===== src/rtl/multicycle_control.sv =====
// Multicycle control unit: accepts one instruction in IDLE, decodes it in a
// single EXEC cycle, and for loads/stores waits in MEM_WAIT for the memory
// acknowledge (bounded by TIMEOUT cycles). Strobes are decoded from the
// registered state and latched instruction so branch conditions use the
// flags present during the EXEC cycle.
module multicycle_control #(
  parameter int INST_W     = 9,
  parameter int REG_W      = 4,
  parameter int SIGNED_CMP = 0,
  parameter int TIMEOUT    = 16
) (
  input  logic              clk,
  input  logic              reset_n,
  input  logic              inst_valid,
  input  logic [INST_W-1:0] inst,
  output logic              inst_ready,
  input  logic              z,
  input  logic              c,
  input  logic              n,
  input  logic              v,
  input  logic              mem_ack,
  output logic              memory_read_en,
  output logic              memory_write_en,
  output logic              reg_write_en,
  output logic              reg_to_reg,
  output logic              branch_en,
  output logic              fetch_acc_en,
  output logic [REG_W-1:0]  reg_write_number,
  output logic [REG_W-1:0]  reg_from_number,
  output logic              busy,
  output logic              illegal,
  output logic              mem_err
);

  localparam int CNT_W = $clog2(TIMEOUT + 1);

  typedef enum logic [1:0] {
    IDLE     = 2'd0,
    EXEC     = 2'd1,
    MEM_WAIT = 2'd2
  } state_t;

  state_t            state;
  logic [INST_W-1:0] inst_q;
  logic [CNT_W-1:0]  wait_cnt;

  // Instruction fields of the latched word
  logic             cls;
  logic [2:0]       bop;
  logic [3:0]       op;
  logic [REG_W-1:0] r;
  logic             is_mem;
  logic             is_load;
  logic             lt;
  logic             timed_out;

  // Carry is not used by any branch condition; v only matters for signed compare
  logic [1:0] unused_flags;
  assign unused_flags = {c, v};

  assign cls       = inst_q[INST_W-1];
  assign bop       = inst_q[INST_W-2 -: 3];
  assign op        = inst_q[INST_W-2 -: 4];
  assign r         = inst_q[REG_W-1:0];
  assign is_mem    = ~cls & (op[3:1] == 3'b000);
  assign is_load   = ~op[0];
  assign lt        = (SIGNED_CMP != 0) ? (n ^ v) : n;
  // The error cycle follows TIMEOUT full wait cycles without an acknowledge
  assign timed_out = (wait_cnt == CNT_W'(TIMEOUT));

  // State, latched instruction and memory wait counter
  always_ff @(posedge clk or negedge reset_n) begin
    if (!reset_n) begin
      state    <= IDLE;
      inst_q   <= '0;
      wait_cnt <= '0;
    end else begin
      case (state)
        IDLE: begin
          if (inst_valid) begin
            inst_q <= inst;
            state  <= EXEC;
          end
        end
        EXEC: begin
          wait_cnt <= '0;
          state    <= is_mem ? MEM_WAIT : IDLE;
        end
        MEM_WAIT: begin
          if (timed_out || mem_ack) begin
            state <= IDLE;
          end else begin
            wait_cnt <= wait_cnt + 1'b1;
          end
        end
        default: state <= IDLE;
      endcase
    end
  end

  // Datapath strobes decoded from state, latched instruction and live flags
  always_comb begin
    inst_ready       = reset_n & (state == IDLE);
    busy             = (state != IDLE);
    memory_read_en   = 1'b0;
    memory_write_en  = 1'b0;
    reg_write_en     = 1'b0;
    reg_to_reg       = 1'b0;
    branch_en        = 1'b0;
    fetch_acc_en     = 1'b0;
    illegal          = 1'b0;
    mem_err          = 1'b0;
    reg_write_number = '0;
    reg_from_number  = '0;
    case (state)
      EXEC: begin
        if (cls) begin
          case (bop)
            3'b000:  branch_en = lt & ~z;
            3'b001:  branch_en = ~lt & ~z;
            3'b010:  branch_en = z;
            3'b011:  branch_en = 1'b1;
            3'b101:  branch_en = ~lt | z;
            3'b110:  branch_en = lt | z;
            3'b100: begin
              fetch_acc_en = 1'b1;
              reg_write_en = 1'b1;
            end
            default: illegal = 1'b1;
          endcase
        end else begin
          case (op)
            4'b0000: begin
              memory_read_en  = 1'b1;
              reg_from_number = r;
            end
            4'b0001: begin
              memory_write_en = 1'b1;
              reg_from_number = r;
            end
            4'b1100: begin
              reg_write_en     = 1'b1;
              reg_to_reg       = 1'b1;
              reg_write_number = r;
            end
            4'b1101: begin
              reg_write_en    = 1'b1;
              reg_to_reg      = 1'b1;
              reg_from_number = r;
            end
            default: begin
              reg_write_en    = 1'b1;
              reg_from_number = r;
            end
          endcase
        end
      end
      MEM_WAIT: begin
        reg_from_number = r;
        if (timed_out) begin
          mem_err = 1'b1;
        end else begin
          memory_read_en  = is_load;
          memory_write_en = ~is_load;
          reg_write_en    = is_load & mem_ack;
        end
      end
      default: ;
    endcase
  end

endmodule


===== config.mk =====
export PLATFORM = sky130hd
export DESIGN_NAME = multicycle_control
export DESIGN_NICKNAME = d
export VERILOG_FILES = /design/src/rtl/multicycle_control.sv
export SDC_FILE = /design/constraint.sdc
export NUM_CORES = 1
export LEC_CHECK = 0
export ABC_AREA = 1
export CAP_MARGIN = 0
export CELL_PAD_IN_SITES_DETAIL_PLACEMENT = 1
export CELL_PAD_IN_SITES_GLOBAL_PLACEMENT = 1
export CORE_ASPECT_RATIO = 1.2
export CORE_MARGIN = 3
export CORE_UTILIZATION = 30
export CTS_CLUSTER_SIZE = 14
export DETAILED_ROUTE_END_ITERATION = 12
export GPL_TIMING_DRIVEN = 1
export PLACE_DENSITY_LB_ADDON = 0.1
export SYNTH_ARGS = -nofsm -noshare
export SYNTH_HDL_FRONTEND = slang
export SYNTH_SLANG_ARGS = --single-unit
export TNS_END_PERCENT = 30

===== constraint.sdc =====
create_clock -name clk -period 1.7 [get_ports clk]
set_input_delay 0.255 -clock clk [delete_from_list [all_inputs] [get_ports clk]]
set_output_delay 0.255 -clock clk [all_outputs]
set_load 0.05 [all_outputs]

==> metrics, run 1 <==
Overflow after GRT 0; first-pass GRT wire length approximately 5.3 mm; Max clock buf depth 2; Seq cells post-synth 16; Cell Chain, Critical Path inv_2 -> ha_4 -> inv_4 -> nor2_4 -> inv_2 -> nor3_2 -> buf_12; outcome finished with violations; clk_lat worst skew 0.25 ns; drt pass-1 iters 3; mapped cell area 1090 um^2; DR iter-0 viols 26; Die ar. 4410 um^2; clock sinks 16; CTS HTree Levels 1; total number of vias ~1100; final setup TNS -1.56 ns; cells after synthesis 145; crit-path most repeated cell inv_2; IO Pins 35; vias in the first global route 1189; Tmin final 1.86 ns; FF-to-FF path depth 8; Synth warnings 0; gr usage total 0.161; PwrDens between 1500 and 2000 nW/um^2; worst slew pin tran 0.260 ns; initial core utilization 0.320; Leak Pwr 0.858 nW; crit start category register; Max-Cap Viols 0; routability cong. 0.740; ANT nets after route 0; total non-filler cell area in the finished layout about 1900 um^2; wire per inst roughly 14 um; nets@finish 214; Inserted Diodes 0; Worst EP arrival 1.60 ns; Slew Viols, Final 0; crit path buf inv count 4; P&R area growth vs syn 73.8%; Peak VDD IR 0.727 mV; Die H 72.2 um; Hold Vio Cnt, Final 0; crit path kind reg2out; final WL 3.16 mm; pre-CTS setup slack -0.0506 ns; Distinct cells, synth 26; max incr delay on CP 0.40 ns; RSZ-0062 raised after global routing true; failing checks setup timing; Vias/cell 4.91; Worst Path Required between 1 and 1.5 ns; Worst slew margin 0.826; # rows 23; post-synthesis sequential area ratio 0.366; TritonCTS clock tree built; clock root buffer clkbuf_8; HPWL Detailed approximately 2.6 mm; final critical-path setup slack -0.157 ns; clk slew on worst S/H paths 0.07 ns; Critical Path Stages 7; Crit. End Element output pin; Post-DP Area ~1700 um^2; kind of cell with the highest combined delay on the critical path buffers and inverters; period utilization 1.09; CP max FO 5; slowest CP cell dfrtp_1; CTS Buf Count 3; final setup violation count 14; initial antenna violation count 0; die width 61.1 um; layout cell share with drive strength beyond 1 0.408; skew final 0.00383 ns; f_max 539 MHz; synthesized area per cell 7.55 um^2; PortBufs 32; largest net degree at the start of global routing 18; syn_nets around 170; DRC 0; Hold WS 0.415 ns; worst hold-check path type in2async; CORE AREA 3420 um^2
-- stage by stage --
stage,power [W],std cells,util
6_report,0.00314,228,0.556
2_1_floorplan,0.00176,145,-
5_1_grt,0.00336,228,0.556
3_3_place_gp,0.00251,222,0.509
3_5_place_dp,0.00256,222,0.509
4_1_cts,0.00315,227,0.552
-- power breakdown --
group / internal [W] / total, W / switching (W)
Clock: 0.000206 / 0.000354 / 0.000149
Combinational: 0.000849 / 0.00213 / 0.00128
Sequential: 0.000519 / 0.000652 / 0.000133
Total: 0.00157 / 0.00314 / 0.00156
-- cell type report --
class / instances / area [um^2]
clock buffers: 4 / 55.1
fillers: 393 / 1520
inverters: 23 / 88.8
multi-input cells: 105 / 727
flip-flops and latches: 16 / 403
well taps: 37 / 46.3
repair buffers: 43 / 583
-- registers in the layout, indices dropped and copies added, names as in the netlist --
name and flops:
wait_cnt 5, inst_q 9, state 2
-- synth_stat cells --
master | instances | area share
nand2_4 | 1 | 0.010
o21ai_1 | 2 | 0.0091
buf_2 | 1 | 0.0046
inv_1 | 16 | 0.055
o21a_1 | 1 | 0.0069
nand3_1 | 13 | 0.059
nor2_2 | 2 | 0.011
dfrtp_1 | 16 | 0.37
nor2_1 | 13 | 0.045
clkinv_1 | 1 | 0.0034
ha_1 | 5 | 0.057
xor2_1 | 3 | 0.024
nand2_2 | 1 | 0.0057
o21ai_2 | 3 | 0.024
o21ai_0 | 8 | 0.037
inv_2 | 6 | 0.021
nand2_1 | 38 | 0.13
nor2_4 | 2 | 0.021
nand2_8 | 1 | 0.018
nand4_1 | 1 | 0.0057
nand4_2 | 1 | 0.011
a21oi_2 | 1 | 0.0080
nand3_4 | 1 | 0.016
o21ai_4 | 1 | 0.015
nand3_2 | 1 | 0.0091
nor3_1 | 6 | 0.027
-- cells by family after synthesis --
family          share of synthesized area
compound gates                     0.0994
buf+inv                            0.0834
xor+xnor                           0.0240
fa+ha+maj                          0.0571
flops                               0.366
simple gates                        0.370
-- cell usage in the layout (no fill, tap or decap), types with 2 or more instances in the layout --
master and count:
nor3_4 3, nand2_2 5, inv_1 13, xor2_1 3, clkdlybuf4s50_1 14, o21ai_1 3, nor2_2 3, nor2_1 6
nand3_1 13, ha_1 3, inv_2 8, nand2_4 2, dfrtp_1 14, buf_4 11, nor2_4 8, nor3_2 2
buf_12 18, o21ai_2 3, nand2_1 33, clkbuf_8 4, dfrtp_2 2, o21ai_0 7
-- worst reg2reg max path, cell delays in order (launching register included) --
cell	delay [ns]
dfrtp_2	0.44
inv_1	0.09
ha_2	0.22
inv_2	0.10
nor2_4	0.16
nand2_8	0.09
o21ai_4	0.09
nand2_1	0.10
o21ai_2	0.07
-- routing by layer --
| layer | up-vias | share of wire | track usage |
|---|---|---|---|
| met3 | 8 | 0.032 | 0.0214 |
| li1 | 553 | - | - |
| met2 | 22 | 0.55 | 0.302 |
| met5 | - | 0 | 0 |
| met4 | 0 | 0.025 | 0.0699 |
| met1 | 537 | 0.39 | 0.170 |
-- timing repair --
action,in CTS,in global routing
resized for setup,26,4
hold buffers,0,0
hold endpoints to repair,0,0
pin swaps,1,1
setup buffers,1,1
gates cloned,0,0
endpoints found under the setup margin,16,17
-- path summary, 6_finish.rpt --
check	startpoint	end	slack, ns
hold reg to reg	wait_cnt[0]	wait_cnt[0]	0.57
setup / recovery	state[1]	reg_write_number[0]	-0.16
hold / removal	reset_n	wait_cnt[3]	0.42
setup reg to reg	state[0]	state[0]	0.26
min in group clk	inst[8]	inst_q[8]	0.56
max in group asynchronous	reset_n	inst_q[6]	1.07
No activity file was read; power rests on OpenSTA's default activity.
==> run 2, diff against run 1 <==
Clock period 1.7 ns to 2.3 ns, I/O delays scaled along.
==> run 2 against run 1 <==
Compared with the run above:
- the flow now finishes without violations
- combinational power fell by 42%
- cell count fell by 4.4%
- core utilization fell by 7.7 points
- register-to-register slack improved by 0.63 ns
- design area fell by 14%
==> metrics, run 2 (synthesis results as in run 1) <==
outcome completed; FF-to-FF path depth 8 (unchanged); clk slew on worst S/H paths 0.07 ns (about the same); CTS HTree Levels 1 (unchanged); kind of cell with the highest combined delay on the critical path simple AND/OR/NAND/NOR gates; Overflow after GRT 0 (unchanged); Placed Cells 214 (-3.6%); vias in the first global route 1145 (-3.7%); Top reg by flops inst_q; drt pass-1 iters 4 (+1); P&R area growth vs syn 49.7%; Worst EP arrival 1.80 ns (+0.20 ns); Comb power frac 0.627 (-0.052); Worst Path Required 1.96 ns (+0.52 ns); f_max roughly 470 MHz; P_int 0.000986 W (-37%); routability cong. 0.813 (+9.8%); Top Usage Layer GRT met2; Largest register FFs 9 (unchanged); first-pass GRT wire length 5.40 mm (+2.1%); die width 61.1 um (unchanged); HPWL Detailed 2.55 mm (-1.1%); IO Pins 35 (unchanged); Die ar. 4410 um^2 (unchanged); clock sinks 16 (unchanged); PortBufs 32 (unchanged); PwrDens 1210 nW/um^2 (-27%); DR iter-0 viols 34 (+31%); Max clock buf depth 2 (unchanged); CTS Hold Bufs 0 (unchanged); period utilization 0.932; Psw 0.000994 W (-36%); total number of vias 1057 (-5.6%); met2 usage 0.307 (+0.00471); DRC 0 (unchanged); worst slew pin tran 0.346 ns (+0.0861 ns); # rows 23 (unchanged); initial core utilization 0.320 (unchanged); crit path buf inv count 3 (-1); R2R Setup Slk 0.89 ns (+0.63 ns); Hold Vio Cnt, Final 0 (unchanged); slowest CP cell dfrtp_1; Max-Cap Viols 0 (unchanged); Leak Pwr 0.770 nW (-10%); clock root buffer clkbuf_8; Clk network pwr share 0.134 (+0.021); Switching Share 0.502 (+0.00397); Die H 72.2 um (unchanged); Cell Chain, Critical Path inv_1 -> ha_2 -> inv_2 -> nor2_4 -> nand3_2 -> nand2_1 -> nand2_1 -> nor2_1 -> buf_12; gr usage total 0.164 (+0.00363); max incr delay on CP 0.40 ns (about the same); crit path kind reg2out; RSZ-0062 raised after global routing false; skew final 0.00226 ns (-0.00158 ns); fill cell count 412 (+4.8%); Setup crit start state[1]; CTS Buf Count 3 (unchanged); Slew Viols, Final 0 (unchanged); Peak VDD IR 0.420 mV (-42%); ANT nets after route 0 (unchanged); Vias/cell 4.85 (-1.3%); Worst R2R Start state[0]; clk_lat worst skew 0.26 ns (about the same); Cell Count, Final, Fillers Out 218 (-4.4%); final setup violation count 0 (-14); met3 GRT Util 0.0338 (+0.0125); FF-to-FF End state[0]; Crit. End Element output pin; commonest non-fill, non-tap cell in the layout nand2_1; worst hold-check path type in2async; nets@finish 204 (-4.7%); final setup TNS 0 ns (+1.56 ns); fin util 0.479 (-0.0771); largest net degree at the start of global routing 18 (unchanged); Inserted Diodes 0 (unchanged); Sequential Power Share 0.239 (+0.031); most frequent cells in the layout nand2_1, inv_1, dfrtp_1, clkdlybuf4s50_1; wire per inst 14.4 um (+3.9%); top flop regs inst_q: 9 flops, wait_cnt: 5 flops, state: 2 flops; CP max FO 4 (-1); Worst slew margin 0.767 (-0.0589); Tmin final 2.14 ns; layout cell share with drive strength beyond 1 0.249 (-0.160); crit-path most repeated cell nand2_1; initial antenna violation count 0 (unchanged); CORE AREA 3420 um^2 (unchanged); TritonCTS clock tree built; met1 global-route usage 0.174 (+0.00453); final WL 3.14 mm (-0.67%); Hold WS 0.494 ns (+0.0792 ns); crit start category register
-- run 2: cell count changes in the layout (fill, tap and decap cells not counted), moves of 3 or more --
cell     change
nor2_1       +7
nor2_4       -6
buf_12       -5
buf_4        -5
nand2_1      +5
nor3_1       +5
nand2_2      -4
inv_1        +3
nor3_4       -3
-- run 2: cell type report --
class | count | area, um^2 | area share
multi-input cells | 105 | 606 | 0.369
clock buffers | 4 | 55.1 | 0.0336
inverters | 23 | 86.3 | 0.0527
repair buffers | 33 | 445 | 0.272
well taps | 37 | 46.3 | 0.0282
flip-flops and latches | 16 | 400 | 0.244
-- run 2: power groups by stage --
stage | Combinational, W | Clock [W] | Sequential [W]
6_report | 0.00124 | 0.000266 | 0.000473
5_1_grt | 0.00136 | 0.000287 | 0.000490
4_1_cts | 0.00126 | 0.000280 | 0.000475
3_5_place_dp | 0.00125 | 0 | 0.000481
3_3_place_gp | 0.00122 | 0 | 0.000473
2_1_floorplan | 0.000808 | 0 | 0.000454
-- run 2: how the worst max path moves through the flow --
| stage | end | slack, ns | cells after the start |
|---|---|---|---|
| 2_1_floorplan | reg_write_number[0] | 0.0006 | 6 |
| 3_3_place_gp | memory_read_en | 0.45 | 9 |
| 3_5_place_dp | memory_read_en | 0.39 | 9 |
| 4_1_cts | memory_read_en | 0.08 | 9 |
| 5_1_grt | memory_read_en | 0.01 | 9 |
| 6_report | memory_read_en | 0.16 | 9 |
-- run 2: metal layers --
layer,up-vias,wire [um]
met5,-,0
met4,0,40
met3,4,105
met2,18,1750
met1,508,1240
li1,527,-
-- run 2: timing repair --
| action | CTS | global route |
|---|---|---|
| setup buffers | 0 | 0 |
| endpoints found under the setup margin | 0 | 2 |
| resized for setup | 0 | 1 |
| hold endpoints to repair | 0 | 0 |
-- run 2: stage by stage --
stage,setup WS (ns),instance area (um^2),total power (W)
2_1_floorplan,0.000566,1090,0.00126
3_3_place_gp,0.452,1580,0.00170
3_5_place_dp,0.389,1580,0.00173
4_1_cts,0.0816,1640,0.00202
5_1_grt,0.0134,1640,0.00214
6_report,0.157,1640,0.00198
